==> src/rtl/stall_control_unit.sv <==
// Pipeline stall controller: decodes halt/load/jump opcodes, sequences the
// stall length per cause, and reports cause, halted flag and stall statistics.
module stall_control_unit #(
    parameter int              OP_W        = 6,
    parameter logic [OP_W-1:0] HLT_OP      = 6'b010001,
    parameter logic [OP_W-1:0] LD_OP       = 6'b010100,
    parameter logic [OP_W-1:0] JMP_MASK    = 6'b111100,
    parameter logic [OP_W-1:0] JMP_MATCH   = 6'b011100,
    parameter int              LD_CYC      = 1,
    parameter int              JMP_CYC     = 2,
    parameter bit              HALT_STICKY = 1'b1,
    parameter int              CNT_W       = 16
) (
    input  logic             clk,
    input  logic             reset,
    input  logic [OP_W-1:0]  op,
    input  logic             resume,
    input  logic             flush,
    output logic             stall,
    output logic             stall_pm,
    output logic [1:0]       stall_cause,
    output logic             halted,
    output logic [CNT_W-1:0] stall_count
);

    typedef enum logic [1:0] {
        IDLE     = 2'b00,
        LD_WAIT  = 2'b01,
        JMP_WAIT = 2'b10,
        HALTED   = 2'b11
    } state_t;

    localparam logic [3:0]       LD_CYC4  = 4'(LD_CYC);
    localparam logic [3:0]       JMP_CYC4 = 4'(JMP_CYC);
    localparam logic [CNT_W-1:0] CNT_MAX  = '1;

    state_t     state, state_nxt;
    logic [3:0] cnt, cnt_nxt;
    logic       rel_q, rel_nxt;
    logic       is_hlt, is_jmp, is_ld;

    assign is_hlt = (op == HLT_OP);
    assign is_jmp = ((op & JMP_MASK) == JMP_MATCH);
    assign is_ld  = (op == LD_OP);

    always_ff @(posedge clk) begin
        if (!reset) begin
            state <= IDLE;
            cnt   <= 4'd0;
            rel_q <= 1'b0;
        end else begin
            state <= state_nxt;
            cnt   <= cnt_nxt;
            rel_q <= rel_nxt;
        end
    end

    // Decode and stall sequencing; rel_q gives the held instruction one free cycle.
    always_comb begin
        stall       = 1'b0;
        stall_cause = 2'b00;
        halted      = 1'b0;
        state_nxt   = state;
        cnt_nxt     = cnt;
        rel_nxt     = 1'b0;
        case (state)
            IDLE: begin
                if (!rel_q) begin
                    if (is_hlt) begin
                        stall       = 1'b1;
                        stall_cause = 2'b11;
                        halted      = 1'b1;
                        if (HALT_STICKY)
                            state_nxt = HALTED;
                    end else if (!flush && is_jmp) begin
                        stall       = 1'b1;
                        stall_cause = 2'b10;
                        if (JMP_CYC > 1) begin
                            state_nxt = JMP_WAIT;
                            cnt_nxt   = JMP_CYC4 - 4'd1;
                        end else begin
                            rel_nxt = 1'b1;
                        end
                    end else if (!flush && is_ld) begin
                        stall       = 1'b1;
                        stall_cause = 2'b01;
                        if (LD_CYC > 1) begin
                            state_nxt = LD_WAIT;
                            cnt_nxt   = LD_CYC4 - 4'd1;
                        end else begin
                            rel_nxt = 1'b1;
                        end
                    end
                end
            end
            LD_WAIT, JMP_WAIT: begin
                if (flush) begin
                    state_nxt = IDLE;
                    rel_nxt   = 1'b1;
                end else begin
                    stall       = 1'b1;
                    stall_cause = (state == LD_WAIT) ? 2'b01 : 2'b10;
                    if (cnt <= 4'd1) begin
                        state_nxt = IDLE;
                        rel_nxt   = 1'b1;
                    end else begin
                        cnt_nxt = cnt - 4'd1;
                    end
                end
            end
            HALTED: begin
                stall       = 1'b1;
                stall_cause = 2'b11;
                halted      = 1'b1;
                if (resume) begin
                    state_nxt = IDLE;
                    rel_nxt   = 1'b1;
                end
            end
            default: state_nxt = IDLE;
        endcase
    end

    // Registered stall for program memory plus saturating stall-cycle counter.
    always_ff @(posedge clk) begin
        if (!reset) begin
            stall_pm    <= 1'b0;
            stall_count <= '0;
        end else begin
            stall_pm <= stall;
            if (stall && (stall_count != CNT_MAX))
                stall_count <= stall_count + 1'b1;
        end
    end

endmodule

==> config.mk <==
export PLATFORM = sky130hd
export DESIGN_NAME = stall_control_unit
export DESIGN_NICKNAME = d
export VERILOG_FILES = /design/src/rtl/stall_control_unit.sv
export SDC_FILE = /design/constraint.sdc
export NUM_CORES = 1
export LEC_CHECK = 0
export CORE_ASPECT_RATIO = 0.75
export CORE_MARGIN = 5
export CORE_UTILIZATION = 54
export CTS_CLUSTER_DIAMETER = 100
export CTS_CLUSTER_SIZE = 20
export DETAILED_ROUTE_END_ITERATION = 12
export PLACE_DENSITY_LB_ADDON = 0.3
export SLEW_MARGIN = 20
export SYNTH_ARGS = -nofsm -noshare
export SYNTH_HDL_FRONTEND = slang
export SYNTH_SLANG_ARGS = --single-unit
==> constraint.sdc <==
create_clock -name clk -period 3.55 [get_ports clk]
set_input_delay 0.355 -clock clk [delete_from_list [all_inputs] [get_ports clk]]
set_output_delay 0.355 -clock clk [all_outputs]
set_load 0.005 [all_outputs]
==> results of run 1 <==
Yosys cell counts, types with 2 or more instances:
cell type,instances,area share
nor2b_1,2,0.0088
inv_1,11,0.029
and3_1,3,0.013
o21ai_0,15,0.053
buf_2,2,0.0071
or3_1,12,0.053
nor2_1,12,0.032
nand4_1,9,0.040
nand2_1,16,0.042
nor3_1,2,0.0071
a21oi_1,22,0.078
mux2i_1,4,0.028
clkbuf_1,5,0.013
or4_1,3,0.016
ha_1,7,0.062
o31ai_1,2,0.011
xor2_1,2,0.012
dfxtp_1,24,0.34
o211ai_1,3,0.016
nand2b_1,4,0.018
nand3_1,7,0.025
placed cells by master (no fill, tap or decap), drive strengths merged, types with 2 or more instances in the layout:
cell type / count
nor3: 2
a21oi: 22
dfxtp: 24
nand3: 7
clkdlybuf4s50: 30
nand2: 16
nand4: 9
mux2i: 4
or3: 12
or4: 3
ha: 7
nor2b: 2
and3: 3
o31ai: 2
o21ai: 16
inv: 11
nor2: 12
o211ai: 3
clkbuf: 3
nand2b: 4
xor2: 2
path summary, 6_finish.rpt:
path             from  depth (start not counted)         endpoint
max             op[3]                          6   stall_cause[0]
min          state[1]                          2         state[1]
max reg2reg  state[0]                          7  stall_count[13]
min reg2reg  state[1]                          2         state[1]
through the flow:
step	total power, mW	cells	utilization
floorplan	0.459	184	-
global placement	0.510	244	0.679
detailed placement	0.521	244	0.679
CTS	0.718	248	0.699
global route	0.761	248	0.699
finish	0.714	248	0.699
worst reg2reg max path, stage by stage (launching register included):
cell	delay, ps
dfxtp_1	410
inv_1	80
ha_1	440
a21oi_1	110
o22a_1	260
buf_4	240
or4_1	520
a21oi_1	190
registers in the layout, summed over array words and instances, names as in the netlist:
signal / cells
stall_count: 16
cnt: 4
state: 2
rel_q: 1
stall_pm: 1
per-layer routing:
layer,part of all wire,track usage,vias up
met4,0.0087,0.0487,0
met2,0.45,0.348,40
met3,0.059,0.0550,4
met1,0.48,0.254,728
met5,0,0,-
li1,-,-,730
area by class of cell:
| cell class | instances | area [µm²] | share of cell area |
|---|---|---|---|
| Multi-Input combinational cell | 141 | 861 | 0.480 |
| Clock inverter | 1 | 30.0 | 0.0168 |
| Tap cell | 36 | 45.0 | 0.0251 |
| Timing Repair Buffer | 31 | 308 | 0.172 |
| Sequential cell | 24 | 480 | 0.268 |
| Inverter | 12 | 45.0 | 0.0251 |
| Clock buffer | 3 | 22.5 | 0.0126 |
cell families (layout without fill, tap and decap cells):
| family | count (synthesis) | after routing | share of synthesized area |
|---|---|---|---|
| AO/OA/AOI/OAI | 53 | 53 | 0.218 |
| XOR/XNOR | 2 | 2 | 0.0124 |
| adder cells (fa/ha/maj) | 7 | 7 | 0.0619 |
| buffers and inverters | 19 | 47 | 0.0522 |
| flip-flops | 24 | 24 | 0.340 |
| multiplexers | 4 | 4 | 0.0283 |
| AND/OR/NAND/NOR | 75 | 75 | 0.287 |
report_power, final:
group	total, mW	internal (mW)	switching [mW]
registers	0.308	0.290	0.0183
logic	0.211	0.0869	0.124
clock network	0.196	0.114	0.0814
total	0.714	0.491	0.223
==> metrics.txt, run 1 <==
worst hold slack 505 ps; critical path's largest stage delay 540 ps; Critical Path RT 3190 ps; Max-cap violations 0; synth warn 0; clk slew on worst S/H paths 130 ps; final hold viol count 0; initial antenna violation count 0; antenna cells 0; GRT Util Overall 0.201; hold_buf cts 0; final non-filler cell area 1790 µm²; LEAKAGE 0.598 nW; Hold WC Path Type flip-flop to flip-flop; Final Max Tran Viols 0; Highest Clock Rate 366 MHz; FF-to-FF setup slack 1230 ps; Port Buffers 30; Die Height 54.3 µm; Worst Slack Setup Final 818 ps; Die ar. 3760 µm²; Setup CP Type input port to output port; CP Cell Sequence clkdlybuf4s50_1 > or4b_1 > nor2_1 > o211ai_1 > o21ai_0 > clkdlybuf4s50_1; Worst Path Buf+Inv 2; initial core utilization 0.552; area of placed instances 1740 µm²; Site Rows 16; EDFF count, synth 0; CTS Buf Count 3; TritonRoute pass-1 iters 4; fin crit share 0.769; Detailed Route WL 3.55 mm; Pwr Density 399 nW/µm²; pin count of the biggest net entering global routing 29; Placer Congestion 0.839; CTS sink cnt 24; DRC errors left 0; Main synth FF type dfxtp_1; Setup WS pre-CTS 758 ps; Top Ports 31; maximum VDD drop 0.000259 V; critical-path maximum fanout 6; vias per cell 6.06; worst-margin pin slew 571 ps; post-synthesis sequential area ratio 0.340; #FFs+latches synth 24; Chip Width 69.1 µm; Clock Latency Late Sink 310 ps; RSZ-0062 raised after global routing no; Fill cells 241; worst slew margin relative to its limit 0.619; cts repair resizes 0; Final min period 2730 ps; CTS tree built; Unique masters post-synth 38; Post-CTS Setup Bufs 0; number of global-route vias before repair 1,389; clock root cell clkbuf_4; Core Box Area 2560 µm²; Mapped Area 1420 µm²; final setup TNS 0 ps; worst-path cell with the longest stage delay or4b_1; Max Clock Skew 5.49 ps; CP startpoint kind input port; clk buf depth 2; layout cells sized above 1 0.0377; outcome finished clean; Final ANT Viol Nets 0; Setup crit end kind output port; initial DRC count 97; CP top delay family buffers and inverters; Syn Inst Count 184; syn nets 201; first-pass GRT wire length 6.12 mm; H-Tree Depth 1; Crit path top cell by count clkdlybuf4s50_1; HPWL Detailed 2.68 mm; Layout area overhead 26.6%; Nets 230; Synth Area per Inst 7.69 µm²; ys async rst share 0; critical path data arrival time 2380 ps; final setup violating endpoints 0; drt wl/cell 14.3 µm; via count 1,502; total congestion overflow 0
(Power assumes the default switching activity.)
==> inputs of run 2 (changes only) <==
--- a/config.mk
+++ b/config.mk
@@ -7,7 +7,7 @@
 export LEC_CHECK = 0
 export CORE_ASPECT_RATIO = 0.75
 export CORE_MARGIN = 5
-export CORE_UTILIZATION = 54
+export CORE_UTILIZATION = 45
 export CTS_CLUSTER_DIAMETER = 100
 export CTS_CLUSTER_SIZE = 20
 export DETAILED_ROUTE_END_ITERATION = 12
==> constraint.sdc (replaced) <==
create_clock -name clk -period 2.2 [get_ports clk]
set_input_delay 0.22 -clock clk [delete_from_list [all_inputs] [get_ports clk]]
set_output_delay 0.22 -clock clk [all_outputs]
set_load 0.005 [all_outputs]
==> run 2 against run 1 <==
Sequential power is 61% higher; cell area is 6.5% higher; clock-buffer cell count stayed put; die area is 17% higher; register-to-register slack worse by 1100 ps; clock skew is 3.2 ps lower; clock power is 96% higher; largest cell class unchanged.
==> metrics.txt, run 2 (same netlist as run 1, synthesis figures left out) <==
DRC errors left 0 (unchanged); final setup TNS 0 ps (unchanged); LEAKAGE 0.680 nW (was 0.598 nW); first-pass GRT wire length 6.35 mm (was 6.12 mm); TritonRoute pass-1 iters 4 (unchanged); critical path data arrival time 1880 ps (was 2380 ps); total congestion overflow 0 (unchanged); Placer Congestion 0.875 (was 0.839); initial antenna violation count 0 (unchanged); clk slew on worst S/H paths 80 ps (was 130 ps); CP top delay family buffers and inverters (unchanged); most frequent cells in the layout clkdlybuf4s50_1 (25), dfxtp_1 (24), a21oi_1 (21) (was clkdlybuf4s50_1 (30), dfxtp_1 (24), a21oi_1 (22)); Nets 240 (was 230); Chip Width 74.8 µm (was 69.1 µm); GR Util met1 0.248 (was 0.254); CTS Buf Count 3 (unchanged); Max Clock Skew 2.30 ps (was 5.49 ps); outcome finished clean (unchanged); final non-filler cell total 260 (was 248); vias per cell 5.68 (was 6.06); Setup CP Type input port to output port (unchanged); FF-to-FF setup slack 160 ps (was 1230 ps); Max-cap violations 0 (unchanged); Worst Hold Depth 2 (unchanged); critical path's largest stage delay 580 ps (was 540 ps); worst slew margin relative to its limit 0.627 (was 0.619); CTS sink cnt 24 (unchanged); area of placed instances 1810 µm² (was 1740 µm²); Layout area overhead 34.8% (was 26.6%); Site Rows 17 (was 16); fin crit share 0.955; clk buf depth 2 (unchanged); largest register by flop count stall_count (unchanged); Die ar. 4380 µm² (was 3760 µm²); Highest Clock Rate 476 MHz; Final min period 2100 ps; maximum VDD drop 0.000351 V (was 0.000259 V); Hold WC Path Type flip-flop to flip-flop (unchanged); GRT Max-Usage Layer met2 (unchanged); Final Max Tran Viols 0 (unchanged); worst-path cell with the longest stage delay or4b_4 (was or4b_1); Hold Path Sink state[1] (unchanged); H-Tree Depth 1 (unchanged); CTS tree built (unchanged); antenna cells 0 (unchanged); RSZ-0062 raised after global routing no (unchanged); Die Height 58.6 µm (was 54.3 µm); Worst Slack Setup Final 98.8 ps (was 818 ps); Worst R2R End stall_count[13] (unchanged); final setup violating endpoints 0 (unchanged); Pwr Density 650 nW/µm² (was 399 nW/µm²); Largest register FFs 16 (unchanged); CP startpoint kind input port (unchanged); GRT Util Overall 0.181 (was 0.201); commonest non-fill, non-tap cell in the layout clkdlybuf4s50_1 (unchanged); number of global-route vias before repair 1,431 (was 1,389); clock root cell clkbuf_8 (was clkbuf_4); Port Buffers 30 (unchanged); Worst Min Path Start state[1] (unchanged); layout cells sized above 1 0.104 (was 0.0377); Reg-to-Reg Start stall_count[3] (was state[0]); HPWL Detailed 2.88 mm (was 2.68 mm); met3 Usage GRT 0.0392 (was 0.0550); largest registers stall_count x16, cnt x4, state x2 (unchanged); Clock Latency Late Sink 270 ps (was 310 ps); hold_buf cts 0 (unchanged); pin count of the biggest net entering global routing 22 (was 29); Final ANT Viol Nets 0 (unchanged); final hold viol count 0 (unchanged); Fill cells 254 (was 241); Placed Instances 255 (was 244); initial core utilization 0.475 (was 0.552); CP Cell Sequence clkdlybuf4s50_1 > or4b_4 > a2bb2oi_1 > o22a_2 > inv_1 > dlygate4sd2_1 (was clkdlybuf4s50_1 > or4b_1 > nor2_1 > o211ai_1 > o21ai_0 > clkdlybuf4s50_1); Setup crit end kind output port (unchanged); Worst Path Buf+Inv 3 (was 2); Detailed Route WL 3.76 mm (was 3.55 mm); flip-flop and latch area 480 µm² (unchanged); Top Ports 31 (unchanged); initial DRC count 53 (was 97); Critical Path RT 1980 ps (was 3190 ps); Reg2Reg Depth 5 (was 7); via count 1,477 (was 1,502); Power Total 1.24 mW (was 0.714 mW); final non-filler cell area 1910 µm² (was 1790 µm²); met2 Use GR 0.298 (was 0.348); worst-margin pin slew 552 ps (was 571 ps); drt wl/cell 14.5 µm (was 14.3 µm); Core Box Area 2980 µm² (was 2560 µm²); critical-path maximum fanout 5 (was 6); Multi-input gate area 883 µm² (was 861 µm²); Setup WS pre-CTS -233 ps (was 758 ps)
run 2: cell types whose count changed in the layout (fill, tap and decap cells not counted), sizes merged:
cell | previous run | this run
buf | 1 | 11
clkdlybuf4s50 | 30 | 25
dlygate4sd2 | 0 | 5
run 2: worst reg2reg max path: cells and delay by family (launching register included):
kind,cells,cell delay (ps)
AND/OR/NAND/NOR,4,1410
AO/OA/AOI/OAI,1,60
flip-flops,1,450
run 2: worst max path at each step:
stage | start | endpoint | slack [ps] | cells after the start
after floorplan | stall_count[0] | stall_count[0] | 340 | 6
after global placement | op[1] | stall | -150 | 6
after detailed placement | op[1] | halted | -230 | 6
after CTS | op[2] | stall_count[4] | 60 | 7
after global routing | stall_count[3] | stall_count[15] | 10 | 5
final | op[2] | stall | 100 | 6
run 2: metal layers:
layer,vias up,wire length [µm]
li1,750,-
met1,679,1710
met2,44,1810
met3,4,210
met4,0,21
met5,-,0
run 2: layout make-up:
class	instances	area share
Tap cell	38	0.0249
Clock buffer	3	0.0216
Multi-Input combinational cell	141	0.463
Sequential cell	24	0.252
Inverter	12	0.0236
Timing Repair Buffer	41	0.199
Clock inverter	1	0.0157
run 2: stage by stage:
stage | hold slack [ps] | utilization
5_1_grt | 524 | 0.641
4_1_cts | 494 | 0.638
6_report | 508 | 0.641
3_3_place_gp | 459 | 0.608
3_5_place_dp | 481 | 0.608
2_1_floorplan | 410 | -
run 2: where the power goes:
| part | internal [mW] | leakage (nW) | switching, mW |
|---|---|---|---|
| logic | 0.155 | 0.450 | 0.203 |
| registers | 0.467 | 0.194 | 0.0301 |
| clock network | 0.243 | 0.0357 | 0.142 |
| total | 0.865 | 0.680 | 0.375 |
run 2: timing repair:
item | in CTS | in global routing
resized for setup | 9 | 3
pin swaps | 2 | 0
endpoints found under the setup margin | 4 | 13
setup buffers | 1 | 0
==> inputs of run 3 (changes only) <==
--- a/config.mk
+++ b/config.mk
@@ -12,6 +12,7 @@
 export CTS_CLUSTER_SIZE = 20
 export DETAILED_ROUTE_END_ITERATION = 12
 export PLACE_DENSITY_LB_ADDON = 0.3
+export SETUP_SLACK_MARGIN = 0.15
 export SLEW_MARGIN = 20
 export SYNTH_ARGS = -nofsm -noshare
 export SYNTH_HDL_FRONTEND = slang
==> run 3 against run 2 <==
Non-clock buffer count is 1 lower; combinational power is 5% higher; die area stayed put; largest power group unchanged; highest routed layer unchanged.
==> metrics.txt, run 3 (same netlist as run 1, synthesis figures left out) <==
Worst Hold Depth 2 (unchanged); Die Height 58.6 µm (unchanged); CTS sink cnt 24 (unchanged); H-Tree Depth 1 (unchanged); CTS Buf Count 3 (unchanged); Max Clock Skew 1.17 ps (was 2.30 ps); Post-CTS Setup Bufs 0 (was 1); outcome finished clean (unchanged); flip-flop and latch area 482 µm² (was 480 µm²); largest registers stall_count x16, cnt x4, state x2 (unchanged); hold_buf cts 0 (unchanged); vias per cell 5.62 (was 5.68); Final ANT Viol Nets 0 (unchanged); initial core utilization 0.475 (unchanged); pin count of the biggest net entering global routing 22 (unchanged); Int Pwr 0.879 mW (was 0.865 mW); initial DRC count 74 (was 53); antenna cells 0 (unchanged); fin crit share 0.885 (was 0.955); clock root cell clkbuf_8 (unchanged); HPWL Detailed 2.88 mm (unchanged); Highest Clock Rate 514 MHz (was 476 MHz); initial antenna violation count 0 (unchanged); Reg power frac 0.395 (was 0.401); TritonRoute pass-1 iters 4 (unchanged); RSZ-0062 raised after global routing yes (was no); Max-cap violations 0 (unchanged); worst slew margin relative to its limit 0.652 (was 0.627); Final min period 1950 ps (was 2100 ps); CTS tree built (unchanged); Final Max Tran Viols 0 (unchanged); Reg2Reg Depth 7 (was 5); Detailed Route WL 3.79 mm (was 3.76 mm); clk buf depth 2 (unchanged); Critical Path RT 2390 ps (was 1980 ps); clock power share 0.306 (was 0.311); commonest non-fill, non-tap cell in the layout dfxtp_1 (was clkdlybuf4s50_1); LEAKAGE 0.688 nW (was 0.680 nW); critical-path maximum fanout 21 (was 5); Psw 0.379 mW (was 0.375 mW); largest register by flop count stall_count (unchanged); switching share of power 0.301 (was 0.302); Site Rows 17 (unchanged); CP startpoint kind flip-flop (was input port); Port Buffers 30 (unchanged); Setup WS pre-CTS -233 ps (unchanged); Pwr Density 649 nW/µm² (was 650 nW/µm²); Largest register FFs 16 (unchanged); critical path data arrival time 2130 ps (was 1880 ps); Setup CP Type flip-flop to flip-flop (was input port to output port); clk slew on worst S/H paths 80 ps (about the same); worst-margin pin slew 515 ps (was 552 ps); final setup violating endpoints 0 (unchanged); number of global-route vias before repair 1,430 (was 1,431); Hold WC Path Type flip-flop to flip-flop (unchanged); first-pass GRT wire length 6.38 mm (was 6.35 mm); layout cells sized above 1 0.136 (was 0.104); Worst Slack Setup Final 253 ps (was 98.8 ps); Core Box Area 2980 µm² (unchanged); Fill cells 252 (was 254); Nets 239 (was 240); DRC errors left 0 (unchanged); GRT Util Overall 0.183 (was 0.181); most frequent cells in the layout dfxtp_1 (23), clkdlybuf4s50_1 (22), a21oi_1 (20) (was clkdlybuf4s50_1 (25), dfxtp_1 (24), a21oi_1 (21)); maximum VDD drop 0.000353 V (was 0.000351 V); Layout area overhead 37.0% (was 34.8%); FF-to-FF setup slack 250 ps (was 160 ps); Multi-input gate area 918 µm² (was 883 µm²); total congestion overflow 0 (unchanged); Clock Latency Late Sink 260 ps (was 270 ps); via count 1,455 (was 1,477); Chip Width 74.8 µm (unchanged); Die ar. 4380 µm² (unchanged); combinational share of power 0.299 (was 0.288); drt wl/cell 14.6 µm (was 14.5 µm); Top Ports 31 (unchanged); Placer Congestion 0.875 (unchanged); worst hold slack 487 ps (was 508 ps); Setup crit end kind flip-flop (was output port); final hold viol count 0 (unchanged)
[run 3: changes by cell type in the layout (fill, tap and decap cells not counted), sizes merged]
cell	before	now
dlygate4sd2	5	6
clkdlybuf4s15	0	1
buf	11	10
dlymetal6s2s	0	1
clkdlybuf4s50	25	22
[run 3: power by group through the flow]
stage          combinational (mW)  sequential (mW)  clock [mW]
3_5_place_dp                0.345            0.506           0
3_3_place_gp                0.329            0.504           0
5_1_grt                     0.423            0.503       0.415
2_1_floorplan               0.240            0.500           0
6_report                    0.376            0.497       0.385
4_1_cts                     0.351            0.496       0.389
[run 3: metrics by stage]
stage	cells	setup TNS, ps	cell area (µm²)	utilization	total power [mW]
after floorplan	184	0	1420	-	0.740
final	259	0	1940	0.651	1.26
after CTS	259	0	1900	0.639	1.24
after detailed placement	255	-3460	1810	0.608	0.851
after global placement	255	-2220	1810	0.608	0.833
after global routing	259	0	1940	0.651	1.34
[run 3: critical path, stage by stage, from the launching register on]
cell and delay [ps]:
dfxtp_1 330, inv_1 130, ha_1 330, nand2_1 140
o22a_2 260, buf_6 170, or3_1 350, a21oi_1 150
[run 3: what timing repair did]
item | in CTS | in global routing
endpoints found under the setup margin | 19 | 25
gates resized for setup | 16 | 8
pin swaps | 1 | 3
[run 3: layer usage]
layer  GRT usage  wire length, µm  up-vias
met1       0.251             1740      666
met3      0.0392              175        6
met4      0.0330               31        0
li1            -                -      746
met2       0.297             1840       37
met5           0                0        -
[run 3: final cells by class]
type,instances,area share
sequential,24,0.248
tap,38,0.0245
clock buffer,3,0.0213
inverter,12,0.0232
timing repair buffer,40,0.194
multi-input combinational,141,0.474
clock inverter,1,0.0155
[run 3: worst paths after layout]
path,startpoint,to
max,state[1],stall_count[6]
min,state[0],state[0]
max reg2reg,state[1],stall_count[6]
min reg2reg,state[0],state[0]
